`src/rtl/cpu_pipe_pkg.sv`:
```
// Shared fetch/decode pipeline types: packet layout, machine width and the NOP word.
package cpu_pipe_pkg;

    localparam int XLEN = 32;

    // MIPS sll $0,$0,0
    localparam logic [XLEN-1:0] NOP_INSTR = 32'h0000_0000;

    localparam logic [1:0] OCC_EMPTY = 2'd0;
    localparam logic [1:0] OCC_ONE   = 2'd1;
    localparam logic [1:0] OCC_FULL  = 2'd2;

    typedef struct packed {
        logic [XLEN-1:0] pc;
        logic [XLEN-1:0] pc_4;
        logic [XLEN-1:0] instruction;
    } fetch_pkt_t;

endpackage

```
`src/rtl/if_id_slot.sv`:
```
// One fetch packet register with load enable and asynchronous active-low clear.
module if_id_slot
    import cpu_pipe_pkg::*;
(
    input  logic       clock,
    input  logic       rst_n,
    input  logic       load,
    input  fetch_pkt_t d,
    output fetch_pkt_t q
);

    fetch_pkt_t pkt_q;
    fetch_pkt_t pkt_d;

    always_comb begin
        pkt_d = pkt_q;
        if (load) begin
            pkt_d = d;
        end
    end

    always_ff @(posedge clock or negedge rst_n) begin
        if (!rst_n) begin
            pkt_q <= '0;
        end else begin
            pkt_q <= pkt_d;
        end
    end

    assign q = pkt_q;

endmodule

```
`src/rtl/if_id_buffer.sv`:
```
// Fetch-to-decode buffer. IF_ID_SKID_EN selects the two-entry skid buffer
// (fully registered if_ready); otherwise a single register with ready passed through from decode.
module if_id_buffer #(
    parameter int                XLEN      = cpu_pipe_pkg::XLEN,
    parameter logic [XLEN-1:0]   NOP_INSTR = cpu_pipe_pkg::NOP_INSTR
) (
    input  logic            clock,
    input  logic            cpu_rst_n,
    input  logic            cpu_en,
    input  logic            flush,
    input  logic            if_valid,
    output logic            if_ready,
    input  logic [XLEN-1:0] if_pc,
    input  logic [XLEN-1:0] if_pc_4,
    input  logic [XLEN-1:0] if_instruction,
    output logic            id_valid,
    input  logic            id_ready,
    output logic [XLEN-1:0] id_pc,
    output logic [XLEN-1:0] id_pc_4,
    output logic [XLEN-1:0] id_instruction,
    output logic [1:0]      occupancy
);

    cpu_pipe_pkg::fetch_pkt_t in_pkt;
    cpu_pipe_pkg::fetch_pkt_t head_pkt;
    logic accept;
    logic pop;
    logic head_load;

    assign in_pkt = '{pc: if_pc, pc_4: if_pc_4, instruction: if_instruction};
    assign accept = if_valid & if_ready & ~flush;
    assign pop    = id_valid & id_ready;

`ifdef IF_ID_SKID_EN
    logic [1:0]               occ_q;
    logic [1:0]               occ_d;
    logic                     tail_load;
    cpu_pipe_pkg::fetch_pkt_t tail_pkt;
    cpu_pipe_pkg::fetch_pkt_t head_in;

    // Ready depends only on stored occupancy, so decode stalls never reach fetch combinationally.
    assign if_ready = cpu_rst_n & cpu_en & (occ_q != cpu_pipe_pkg::OCC_FULL);

    always_comb begin
        occ_d     = occ_q;
        head_load = 1'b0;
        tail_load = 1'b0;
        head_in   = in_pkt;
        if (cpu_en) begin
            if (flush) begin
                occ_d = cpu_pipe_pkg::OCC_EMPTY;
            end else begin
                case (occ_q)
                    cpu_pipe_pkg::OCC_EMPTY: begin
                        if (accept) begin
                            head_load = 1'b1;
                            occ_d     = cpu_pipe_pkg::OCC_ONE;
                        end
                    end
                    cpu_pipe_pkg::OCC_ONE: begin
                        if (accept && pop) begin
                            head_load = 1'b1;
                        end else if (accept) begin
                            tail_load = 1'b1;
                            occ_d     = cpu_pipe_pkg::OCC_FULL;
                        end else if (pop) begin
                            occ_d = cpu_pipe_pkg::OCC_EMPTY;
                        end
                    end
                    cpu_pipe_pkg::OCC_FULL: begin
                        if (pop) begin
                            head_in   = tail_pkt;
                            head_load = 1'b1;
                            occ_d     = cpu_pipe_pkg::OCC_ONE;
                        end
                    end
                    default: occ_d = cpu_pipe_pkg::OCC_EMPTY;
                endcase
            end
        end
    end

    always_ff @(posedge clock or negedge cpu_rst_n) begin
        if (!cpu_rst_n) begin
            occ_q <= cpu_pipe_pkg::OCC_EMPTY;
        end else begin
            occ_q <= occ_d;
        end
    end

    if_id_slot u_head (
        .clock (clock),
        .rst_n (cpu_rst_n),
        .load  (head_load),
        .d     (head_in),
        .q     (head_pkt)
    );

    if_id_slot u_tail (
        .clock (clock),
        .rst_n (cpu_rst_n),
        .load  (tail_load),
        .d     (in_pkt),
        .q     (tail_pkt)
    );

    assign occupancy = occ_q;
`else
    logic occ_q;
    logic occ_d;

    // A full register can still take a packet when decode drains it in the same cycle.
    assign if_ready = cpu_rst_n & cpu_en & (~occ_q | id_ready);

    always_comb begin
        occ_d     = occ_q;
        head_load = 1'b0;
        if (cpu_en) begin
            if (flush) begin
                occ_d = 1'b0;
            end else if (accept) begin
                head_load = 1'b1;
                occ_d     = 1'b1;
            end else if (pop) begin
                occ_d = 1'b0;
            end
        end
    end

    always_ff @(posedge clock or negedge cpu_rst_n) begin
        if (!cpu_rst_n) begin
            occ_q <= 1'b0;
        end else begin
            occ_q <= occ_d;
        end
    end

    if_id_slot u_head (
        .clock (clock),
        .rst_n (cpu_rst_n),
        .load  (head_load),
        .d     (in_pkt),
        .q     (head_pkt)
    );

    assign occupancy = {1'b0, occ_q};
`endif

    assign id_valid       = cpu_en & (occupancy != cpu_pipe_pkg::OCC_EMPTY);
    assign id_pc          = head_pkt.pc;
    assign id_pc_4        = head_pkt.pc_4;
    assign id_instruction = id_valid ? head_pkt.instruction : NOP_INSTR;

endmodule

```
`config.mk`:
```
export PLATFORM = sky130hd
export DESIGN_NAME = if_id_buffer
export DESIGN_NICKNAME = d
export VERILOG_FILES = /design/src/rtl/cpu_pipe_pkg.sv /design/src/rtl/if_id_slot.sv /design/src/rtl/if_id_buffer.sv
export SDC_FILE = /design/constraint.sdc
export NUM_CORES = 1
export LEC_CHECK = 0
export ABC_AREA = 1
export BUFFER_PORTS_ARGS = -buffer_cell sky130_fd_sc_hd__buf_2
export CAP_MARGIN = 15
export CORE_MARGIN = 4
export CORE_UTILIZATION = 47
export CTS_BUF_LIST = sky130_fd_sc_hd__clkbuf_8
export DETAILED_ROUTE_END_ITERATION = 6
export GPL_ROUTABILITY_DRIVEN = 1
export GPL_TIMING_DRIVEN = 0
export PLACE_DENSITY = 0.82
export SLEW_MARGIN = 10
export SYNTH_ARGS = -nofsm -noshare
export SYNTH_HDL_FRONTEND = slang
export SYNTH_HIERARCHICAL = 1
export SYNTH_SLANG_ARGS = --single-unit
```
`constraint.sdc`:
```
create_clock -name clock -period 1.85 [get_ports clock]
set_clock_uncertainty 0.1 [all_clocks]
set_input_delay 0.2775 -clock clock [delete_from_list [all_inputs] [get_ports clock]]
set_output_delay 0.2775 -clock clock [all_outputs]
set_load 0.05 [all_outputs]
```
==> out/results.txt, run 1 <==
Final setup violating endpoints: 0
Sequential area share after synthesis: 59.5%
Pre-antenna DRT Iters: 4
Peak Freq: 580 MHz
CP Capture Type: output pin
Root Driver: clkbuf_8
Synth top area cells: dfrtp_1, nand2_1, nor2_2
Minimum setup slack among reg-to-reg paths: 0.26 ns
HPWL after detailed placement: 8.04 mm
Gate Count Post-Synth: 490
Number of global-route vias before repair: 3651
# nets final: 804
Die height: 101 um
Clk pin slew, worst setup/hold paths: 0.09 ns
Library cells used by synthesis: 14
GRT Total Usage: 20.4%
Initial drt markers: 114
Drt wl/cell: 12.9 um
Max Slew Vio Count: 0
CTS HTree Levels: 3
Fin crit share: 93.3%
Fillers: 717
Largest net degree at the start of global routing: 53
Die Span X: 101 um
Top-level I/O count: 202
Core ar.: 8340 um^2
Synth area leader: dfrtp_1
Status: finished, violations left
P&R area growth vs syn: 35.5%
Crit path cell chain: nand2_4, buf_6, nor2_2, buf_4
DRC: 0
Mapped Area: 4080 um^2
# rows: 33
Leakage power: 0.00336 uW
Yosys top cell area share: 59.5%
TritonCTS buffer count: 9
Final hold vios: 45
Setup bufs post-CTS: 0
Setup TNS: 0 ns
Worst Path Required: 1.47 ns
Wirelength, routed: 10.5 mm
Slowest stage delay, CP: 0.43 ns
Antenna Cells: 0
Post-synthesis register bit count: 97
YS warnings: 6
MaxCap Viol Count: 0
Die ar.: 10200 um^2
VDD IR max: 0.741 mV
Pwr Density: 1110 nW/um^2
RSZ-0062 raised after global routing: no
Failing checks: negative hold slack
Largest buffer count on any clock path: 2
Post-route ant nets: 0
Avg Vias per Cell: 4.52
Final Critical Period: 1.73 ns
DR vias: 3670
Hold WC Path Type: input pin to asynchronous set/reset pin
Worst setup margin: 0.125 ns
Pre-CTS WS: -0.314 ns
Crit start category: flip-flop
CTS tree: built
CP arrival: 1.35 ns
Syn_nets: 592
Clock latency on the worst-skew pair: 0.33 ns
Hold_ws: -0.243 ns
CP Max Fanout: 10
Final Wtd Congestion: 0.837
CP max-delay cell: dfrtp_2
Layout cells sized above 1: 38.8%
First-pass GRT wire length: 16.6 mm
PortBufs: 200
Clk sinks: 97
Initial antenna violation count: 0
WS Path Type: flip-flop to output pin
Total congestion overflow: 0
Starting density of the core: 48.9%
Syn_area_per_cell: 8.32 um^2
[repair_timing]
| action | in CTS | in global routing |
|---|---|---|
| gates resized for setup | 29 | 4 |
| gates cloned | 0 | 0 |
| setup endpoints to repair | 29 | 74 |
| pin swaps | 0 | 0 |
| hold endpoints to repair | 45 | 45 |
[Yosys cell counts]
cell / n
buf_6: 5
a21oi_1: 1
nand2_2: 1
nand2_1: 292
nor2_1: 3
buf_2: 10
nor2_2: 29
conb_1: 1
o21ai_0: 1
inv_1: 37
inv_4: 1
nand4_1: 1
buf_4: 11
dfrtp_1: 97
[path summary, 6_finish.rpt]
check / startpoint / end / cells after the start
min in group clock: if_pc[6] / u_head/q[70] / 3
hold / removal: cpu_rst_n / u_head/q[4] / 1
hold reg to reg: u_head/q[33] / u_head/q[33] / 2
max in group asynchronous: cpu_rst_n / u_head/q[66] / 2
setup reg to reg: occ_q / u_head/q[82] / 9
setup / recovery: occ_q / id_instruction[22] / 4
[stage by stage]
stage	cells	total power (uW)	util, %	instance area, um^2	hold slack, ns
final	812	6110	66.2	5520	-0.243
after global routing	812	6450	66.2	5520	-0.233
after CTS	812	6170	66.0	5510	-0.141
after detailed placement	796	4810	62.8	5240	0.239
after global placement	795	4740	62.5	5210	0.350
after floorplan	490	4200	-	4080	-0.118
[where the power goes]
| group | leakage [uW] | switching (uW) | internal, uW | total [uW] |
|---|---|---|---|---|
| clock | 0.0000995 | 688 | 653 | 1340 |
| sequential | 0.00122 | 211 | 2510 | 2720 |
| combinational | 0.00205 | 1550 | 489 | 2040 |
| total | 0.00336 | 2450 | 3650 | 6110 |
[layer usage]
metal,global-route usage [%],vias up,routed length (um),part of all wire (%)
met1,25.8,1679,4200,40
met3,4.48,20,653,6.2
met5,0,-,0,0
met2,34.3,125,5390,51
met4,7.98,0,238,2.3
li1,-,1846,-,-
[flip-flops by register name (all words and copies together), names as in the netlist]
name,count
u_head/q,96
occ_q,1
[critical path: cells and delay by family (launching register included)]
family        cells  cell delay (ns)
flops             1             0.43
buf+inv           2             0.38
simple gates      2             0.20
[cells by family (layout without fill, tap and decap cells)]
family          Yosys count  in the layout  share of synthesized area, %
compound gates            2              2                         0.245
other cells               1              1                        0.0920
flops                    97             97                          59.5
buf+inv                  64            281                          8.20
simple gates            326            326                          31.9
[layout make-up]
class	instances	area [um^2]	share of cell area, %
repair buffers	201	1110	20.1
clock buffers	10	138	2.49
well taps	105	131	2.38
plain buffers	26	189	3.42
flip-flops and latches	97	2430	44.0
clock inverters	6	58.8	1.07
multi-input cells	329	1320	23.9
inverters	38	145	2.63
[cell usage in the layout, fill, tap and decap left out, drive strengths merged]
master,n
nor2,32
clkinv,2
dfrtp,97
bufinv,1
buf,227
nand4,1
conb,1
o21ai,1
clkinvlp,2
clkbuf,10
inv,39
nand2,293
a21oi,1
Power figures use the tool's default switching activity.
==> run 2, diff against run 1 <==
--- a/config.mk
+++ b/config.mk
@@ -14,7 +14,9 @@
 export DETAILED_ROUTE_END_ITERATION = 6
 export GPL_ROUTABILITY_DRIVEN = 1
 export GPL_TIMING_DRIVEN = 0
+export HOLD_SLACK_MARGIN = 0.15
 export PLACE_DENSITY = 0.82
+export RECOVER_POWER = 100
 export SLEW_MARGIN = 10
 export SYNTH_ARGS = -nofsm -noshare
 export SYNTH_HDL_FRONTEND = slang
==> run 2 against run 1 <==
  * Global-route usage grew 6.7 points
  * Critical path depth grew 6
  * The flow still finishes with violations (negative hold slack)
  * Sequential cell count is the same
  * Combinational power grew 7%
  * Via count grew 19%
  * Non-clock buffer count grew 99
  * Die area is the same
  * Fmax shrank 2.3%
  * Highest routed layer unchanged
  * Core utilization grew 10 points
  * Design area grew 16%
  * Hold slack lost 0.0069 ns
==> out/results.txt, run 2 (same netlist as run 1, synthesis figures left out) <==
Status: finished, violations left
Failing checks: negative hold slack
Setup bufs post-CTS: 0 (unchanged)
P_sw: 2560 uW (+4.6%)
Fillers: 578 (-19%)
Die height: 101 um (unchanged)
Post-route ant nets: 0 (unchanged)
Final core utilization: 76.7% (+10 points)
Max FFs per register: 96 (unchanged)
Origin of the critical flop-to-flop path: occ_q
Clk sinks: 97 (unchanged)
Final Critical Period: 1.77 ns (+0.0403 ns)
Final Wtd Congestion: 0.837 (unchanged)
Clock power share: 21.4% (-0.6 points)
Hold Buf Count CTS: 99
Wirelength, routed: 13.7 mm (+31%)
Pre-antenna DRT Iters: 5 (+1)
Starting density of the core: 48.9% (unchanged)
Final hold vios: 45 (unchanged)
CTS HTree Levels: 3 (unchanged)
Combinational share of power: 34.7% (+1.3 points)
Initial drt markers: 147 (+29%)
Critical path origin: flush
Clk pin slew, worst setup/hold paths: 0.09 ns (about the same)
Sequential Power Share: 43.8% (-0.8 points)
Most frequent cells in the layout: nand2_1, buf_2, dlygate4sd3_1
RSZ-0062 raised after global routing: no
# nets final: 903 (+12%)
Slew @ Worst Pin: 1.27 ns
CP Capture Type: flip-flop
HPWL after detailed placement: 8.04 mm (unchanged)
# rows: 33 (unchanged)
VDD IR max: 0.747 mV (+0.81%)
DR vias: 4349 (+19%)
Slowest stage delay, CP: 0.54 ns (+0.11 ns)
Initial antenna violation count: 0 (unchanged)
Slew margin rel.: 15.2%
Die ar.: 10200 um^2 (unchanged)
Core ar.: 8340 um^2 (unchanged)
CTS tree: built
Leakage power: 0.00354 uW (+5.1%)
Layout cells sized above 1: 25.4% (-13 points)
Hold WC Path Type: input pin to asynchronous set/reset pin
Final setup violating endpoints: 0 (unchanged)
Top-level I/O count: 202 (unchanged)
TritonCTS buffer count: 9 (unchanged)
Clock latency on the worst-skew pair: 0.33 ns (about the same)
CP Max Fanout: 10 (unchanged)
Number of global-route vias before repair: 4713 (+29%)
Max Slew Vio Count: 0 (unchanged)
Drt wl/cell: 15.0 um (+17%)
GRT Total Usage: 27.1% (+6.7 points)
P&R area growth vs syn: 56.9%
Root Driver: clkbuf_8
Largest buffer count on any clock path: 2 (unchanged)
Total congestion overflow: 0 (unchanged)
Crit start category: input pin
Hold_ws: -0.250 ns (-0.00691 ns)
Worst setup margin: 0.0845 ns (-0.0403 ns)
Avg Vias per Cell: 4.77 (+5.5%)
Sw Ratio: 40.9% (+0.74 points)
CP arrival: 1.93 ns (+0.58 ns)
Total Power: 6270 uW (+2.7%)
Die Span X: 101 um (unchanged)
First-pass GRT wire length: 21.7 mm (+31%)
Worst Path Required: 2.02 ns (+0.55 ns)
PortBufs: 200 (unchanged)
Pre-CTS WS: -0.314 ns (unchanged)
Fin crit share: 95.4% (+2.2 points)
Crit path cell chain: dlygate4sd3_1, clkbuf_1, inv_1, nand4_1, inv_1, buf_4, buf_4, clkbuf_4, nand2_1, nand2_1
Pwr Density: 980 nW/um^2 (-11%)
Int Pwr: 3710 uW (+1.4%)
WS Path Type: input pin to flip-flop
Commonest non-fill, non-tap cell in the layout: nand2_1
CP max-delay cell: dlygate4sd3_1
MaxCap Viol Count: 0 (unchanged)
Largest net degree at the start of global routing: 53 (unchanged)
Peak Freq: 566 MHz (-2.3%)
DRC: 0 (unchanged)
[run 2: cell count changes in the layout (fill, tap and decap cells not counted), moves of 10 or more]
cell	change
clkbuf_4	+15
clkbuf_2	+10
buf_4	-15
dlygate4sd3_1	+99
clkbuf_1	+66
buf_2	-74
[run 2: path summary, 6_finish.rpt]
path                            slack [ns]  cells past startpoint            to
worst max-delay path                  0.08                     10  u_head/q[20]
worst min-delay path                 -0.25                      1  u_head/q[53]
worst max register to register        0.18                      8  u_head/q[20]
worst min register to register        0.37                      2  u_head/q[33]
max in group asynchronous             0.32                      2  u_head/q[66]
min in group clock                    0.27                      5         occ_q
[run 2: worst max-delay path, delay by kind of cell]
family        cells  cell delay [ns]
simple gates      3             0.29
buf+inv           7             1.35
[run 2: layout make-up]
type | instances | area, um^2 | share of cell area (%)
Sequential cell | 97 | 2430 | 38.0
Timing Repair Buffer | 300 | 2000 | 31.2
Multi-Input combinational cell | 329 | 1310 | 20.5
Buffer | 26 | 181 | 2.84
Inverter | 38 | 145 | 2.27
Clock buffer | 10 | 138 | 2.15
Tap cell | 105 | 131 | 2.05
Clock inverter | 6 | 58.8 | 0.919
Antenna cell | 1 | 2.50 | 0.0391
[run 2: timing repair]
action	4_1_cts	5_1_grt
endpoints found under the setup margin	29	74
endpoints found under the hold margin	142	45
gates resized for setup	29	4
[run 2: power by group through the flow]
stage / sequential [uW] / clock, uW / combinational, uW
after floorplan: 3670 / 0 / 523
after global routing: 2790 / 1480 / 2320
after CTS: 2720 / 1390 / 2220
final: 2750 / 1340 / 2180
after global placement: 2740 / 0 / 2000
after detailed placement: 2760 / 0 / 2050
[run 2: metal layers]
| layer | GRT usage [%] | part of all wire [%] | vias up |
|---|---|---|---|
| li1 | - | - | 2044 |
| met1 | 30.0 | 35 | 2018 |
| met2 | 47.2 | 53 | 217 |
| met3 | 5.37 | 6.2 | 70 |
| met4 | 17.6 | 5.6 | 0 |
| met5 | 0 | 0 | - |
[run 2: metrics by stage]
stage / setup TNS [ns] / area (um^2) / instances
global placement: -183.09 / 5210 / 795
global route: 0 / 6390 / 911
finish: 0 / 6400 / 912
floorplan: 0 / 4080 / 490
CTS: 0 / 6500 / 911
detailed placement: -19.12 / 5240 / 796
==> run 3, diff against run 2 <==
--- a/config.mk
+++ b/config.mk
@@ -9,16 +9,15 @@
 export BUFFER_PORTS_ARGS = -buffer_cell sky130_fd_sc_hd__buf_2
 export CAP_MARGIN = 15
 export CORE_MARGIN = 4
-export CORE_UTILIZATION = 47
+export CORE_UTILIZATION = 50
 export CTS_BUF_LIST = sky130_fd_sc_hd__clkbuf_8
 export DETAILED_ROUTE_END_ITERATION = 6
 export GPL_ROUTABILITY_DRIVEN = 1
 export GPL_TIMING_DRIVEN = 0
-export HOLD_SLACK_MARGIN = 0.15
-export PLACE_DENSITY = 0.82
+export HOLD_SLACK_MARGIN = 0.08
+export PLACE_DENSITY = 0.83
 export RECOVER_POWER = 100
 export SLEW_MARGIN = 10
 export SYNTH_ARGS = -nofsm -noshare
 export SYNTH_HDL_FRONTEND = slang
-export SYNTH_HIERARCHICAL = 1
 export SYNTH_SLANG_ARGS = --single-unit
==> run 3 against run 2 <==
  * The flow now finishes without violations
  * Synthesized cell count increased by 17%
  * Sequential share of layout area is 2.3 points lower
  * Largest cell class unchanged
  * Sequential cell count did not move
  * Combinational power increased by 32%
  * Power is 12% higher
  * Via count is 16% higher
  * Global-route usage is 0.12 points lower
==> out/results.txt, run 3 <==
Status: finished, final reports clean
Clk sinks: 97 (unchanged)
Top delay family on crit path: flip-flops
CP Capture Type: output pin
GRT Total Usage: 27.0% (-0.12 points)
Clk pin slew, worst setup/hold paths: 0.08 ns (about the same)
Slew margin rel.: 57.1% (+42 points)
Final hold vios: 0 (-100%)
Crit path cell chain: nand2_4, buf_4, nor2_2, buf_6
Slew @ Worst Pin: 0.643 ns (-0.630 ns)
Total congestion overflow: 0 (unchanged)
MaxCap Viol Count: 0 (unchanged)
Root Driver: clkbuf_8
Leakage power: 0.00370 uW (+4.7%)
Top-level I/O count: 202 (unchanged)
DP Area: 5970 um^2 (+14%)
Die ar.: 11200 um^2 (+9.4%)
Buffers & Inverters on Critical Path: 2 (-5)
Mapped Area: 4780 um^2 (+17%)
Final core utilization: 73.3% (-3.4 points)
Fin crit share: 99.3% (+3.9 points)
Pwr Density: 1040 nW/um^2 (+5.6%)
P&R area growth vs syn: 42.3%
Worst setup margin: 0.0125 ns (-0.0720 ns)
Combinational share of power: 40.9% (+6.2 points)
Crit start category: flip-flop
Final setup violating endpoints: 0 (unchanged)
Gate Count Post-Synth: 572 (+17%)
Synth top area cells: dfrtp_1, nand2_1, nand4_1
Number of global-route vias before repair: 5097 (+8.1%)
Post-route ant nets: 0 (unchanged)
VDD IR max: 0.654 mV (-12%)
Core ar.: 9280 um^2 (+11%)
First-pass GRT wire length: 24.4 mm (+13%)
Sequential Power Share: 40.2% (-3.6 points)
CTS HTree Levels: 3 (unchanged)
Initial antenna violation count: 0 (unchanged)
TritonCTS buffer count: 9 (unchanged)
Fillers: 703 (+22%)
Prevailing post-synth register cell: dfrtp_1
Post-synth EDFFs: 0 (unchanged)
Antenna Cells: 0 (-1)
Slowest stage delay, CP: 0.44 ns (-0.10 ns)
Synth area leader: dfrtp_1
Multi-input gate area: 1530 um^2 (+17%)
Non-Filler Instances: 976 (+7.0%)
Count leader, synth: nand2_1
Most frequent cells in the layout: nand2_1, buf_2, nand4_1, dfrtp_1, buf_4
Final Wtd Congestion: 0.838 (about the same)
Syn_area_per_cell: 8.36 um^2 (+0.47%)
Int Pwr: 4090 uW (+10%)
Post-synthesis register bit count: 97 (unchanged)
Yosys top cell area share: 50.8% (-8.8 points)
Design Area, Final: 6810 um^2 (+6.4%)
# rows: 35 (+6.1%)
Largest buffer count on any clock path: 2 (unchanged)
Sequential area share after synthesis: 50.8% (-8.8 points)
Layout cells sized above 1: 29.8% (+4.3 points)
CTS tree: built
Max FFs per register: 96 (unchanged)
# nets final: 945 (+4.7%)
Register area: 2430 um^2 (unchanged)
Clock latency on the worst-skew pair: 0.34 ns (about the same)
Asr flop ratio synth: 100% (unchanged)
Library cells used by synthesis: 16 (+2)
DRC: 0 (unchanged)
Most frequent cells after synthesis: nand2_1, dfrtp_1, nand4_1, buf_4, inv_1
Initial drt markers: 337 (+130%)
Worst Path Required: 1.47 ns (-0.55 ns)
WS Path Type: flip-flop to output pin
Max Slew Vio Count: 0 (unchanged)
CP Max Fanout: 10 (unchanged)
CP max-delay cell: dfrtp_2
P_sw: 2950 uW (+15%)
Die Span X: 106 um (+4.6%)
Peak Freq: 544 MHz (-3.9%)
Hold WC Path Type: input pin to flip-flop
Avg Vias per Cell: 5.19 (+8.8%)
PortBufs: 199 (-0.50%)
CP arrival: 1.46 ns (-0.47 ns)
HPWL after detailed placement: 9.71 mm (+21%)
Clock power share: 18.9% (-2.5 points)
Drt wl/cell: 16.0 um (+6.3%)
Pre-CTS WS: -0.535 ns (-0.221 ns)
YS warnings: 0 (-6)
Die height: 106 um (+4.6%)
Largest net degree at the start of global routing: 52 (-1.9%)
Final Critical Period: 1.84 ns (+0.0720 ns)
DR vias: 5065 (+16%)
Wirelength, routed: 15.6 mm (+14%)
Sw Ratio: 41.9% (+1.0 points)
Syn_nets: 674 (+14%)
Starting density of the core: 51.5% (+2.6 points)
Pre-antenna DRT Iters: 5 (unchanged)
Commonest non-fill, non-tap cell in the layout: nand2_1
Placed cells: 901 (+13%)
[run 3: through the flow]
stage | total power, uW | hold slack, ns | setup TNS (ns)
2_1_floorplan | 4970 | -0.118 | 0
3_3_place_gp | 5560 | 0.362 | -193.52
3_5_place_dp | 5630 | 0.235 | -22.96
4_1_cts | 7090 | 0.0802 | -0.00506
5_1_grt | 7410 | 0.0813 | -0.0995
6_report | 7050 | 0.0888 | 0
[run 3: routing by layer]
| layer | wire [um] | vias to the layer above | part of all wire, % | track usage, % |
|---|---|---|---|---|
| li1 | - | 2322 | - | - |
| met1 | 5960 | 2398 | 38 | 32.2 |
| met2 | 7830 | 291 | 50 | 47.4 |
| met3 | 1280 | 54 | 8.2 | 6.00 |
| met4 | 545 | 0 | 3.5 | 10.2 |
| met5 | 0 | - | 0 | 0 |
[run 3: layout make-up]
| class | count | area share, % |
|---|---|---|
| flip-flops and latches | 97 | 35.7 |
| clock buffers | 9 | 1.82 |
| repair buffers | 260 | 24.0 |
| multi-input cells | 328 | 22.5 |
| well taps | 129 | 2.37 |
| inverters | 37 | 2.04 |
| clock inverters | 6 | 0.919 |
| plain buffers | 110 | 10.7 |
[run 3: power by group through the flow]
stage / sequential, uW / combinational [uW] / clock (uW)
2_1_floorplan: 2780 / 2190 / 0
3_3_place_gp: 2820 / 2740 / 0
3_5_place_dp: 2840 / 2790 / 0
4_1_cts: 2810 / 2920 / 1360
5_1_grt: 2880 / 3080 / 1450
6_report: 2830 / 2880 / 1330
[run 3: final timing paths]
check | from | end | slack (ns) | cells past startpoint
setup / recovery | occ_q | id_instruction[22] | 0.01 | 4
hold / removal | if_pc[26] | u_head.q[90] | 0.09 | 3
hold reg to reg | u_head.q[53] | u_head.q[53] | 0.39 | 2
min in group asynchronous | cpu_rst_n | u_head.q[17] | 0.53 | 3
max in group asynchronous | cpu_rst_n | u_head.q[88] | 0.19 | 4
setup reg to reg | occ_q | u_head.q[19] | 0.11 | 7
[run 3: cells by family (layout without fill, tap and decap cells)]
group,count (synthesis),count (layout),synth area share [%]
other cells,1,1,0.0784
buf+inv,147,422,18.1
compound gates,3,3,0.445
flops,97,97,50.8
simple gates,324,324,30.6
[run 3: what timing repair did]
action / in CTS / in global routing
cloned: 0 / 0
setup buffers: 2 / 0
resized for setup: 41 / 34
pin swaps: 1 / 0
setup endpoints to repair: 32 / 31
hold buffers: 58 / 0
endpoints found under the hold margin: 153 / 0
[run 3: worst register-to-register path: cells and delay by family (launching register included)]
kind / cells / cell delay (ns)
buffers and inverters: 3 / 0.56
DFF: 1 / 0.46
and+or+nand+nor: 4 / 0.50
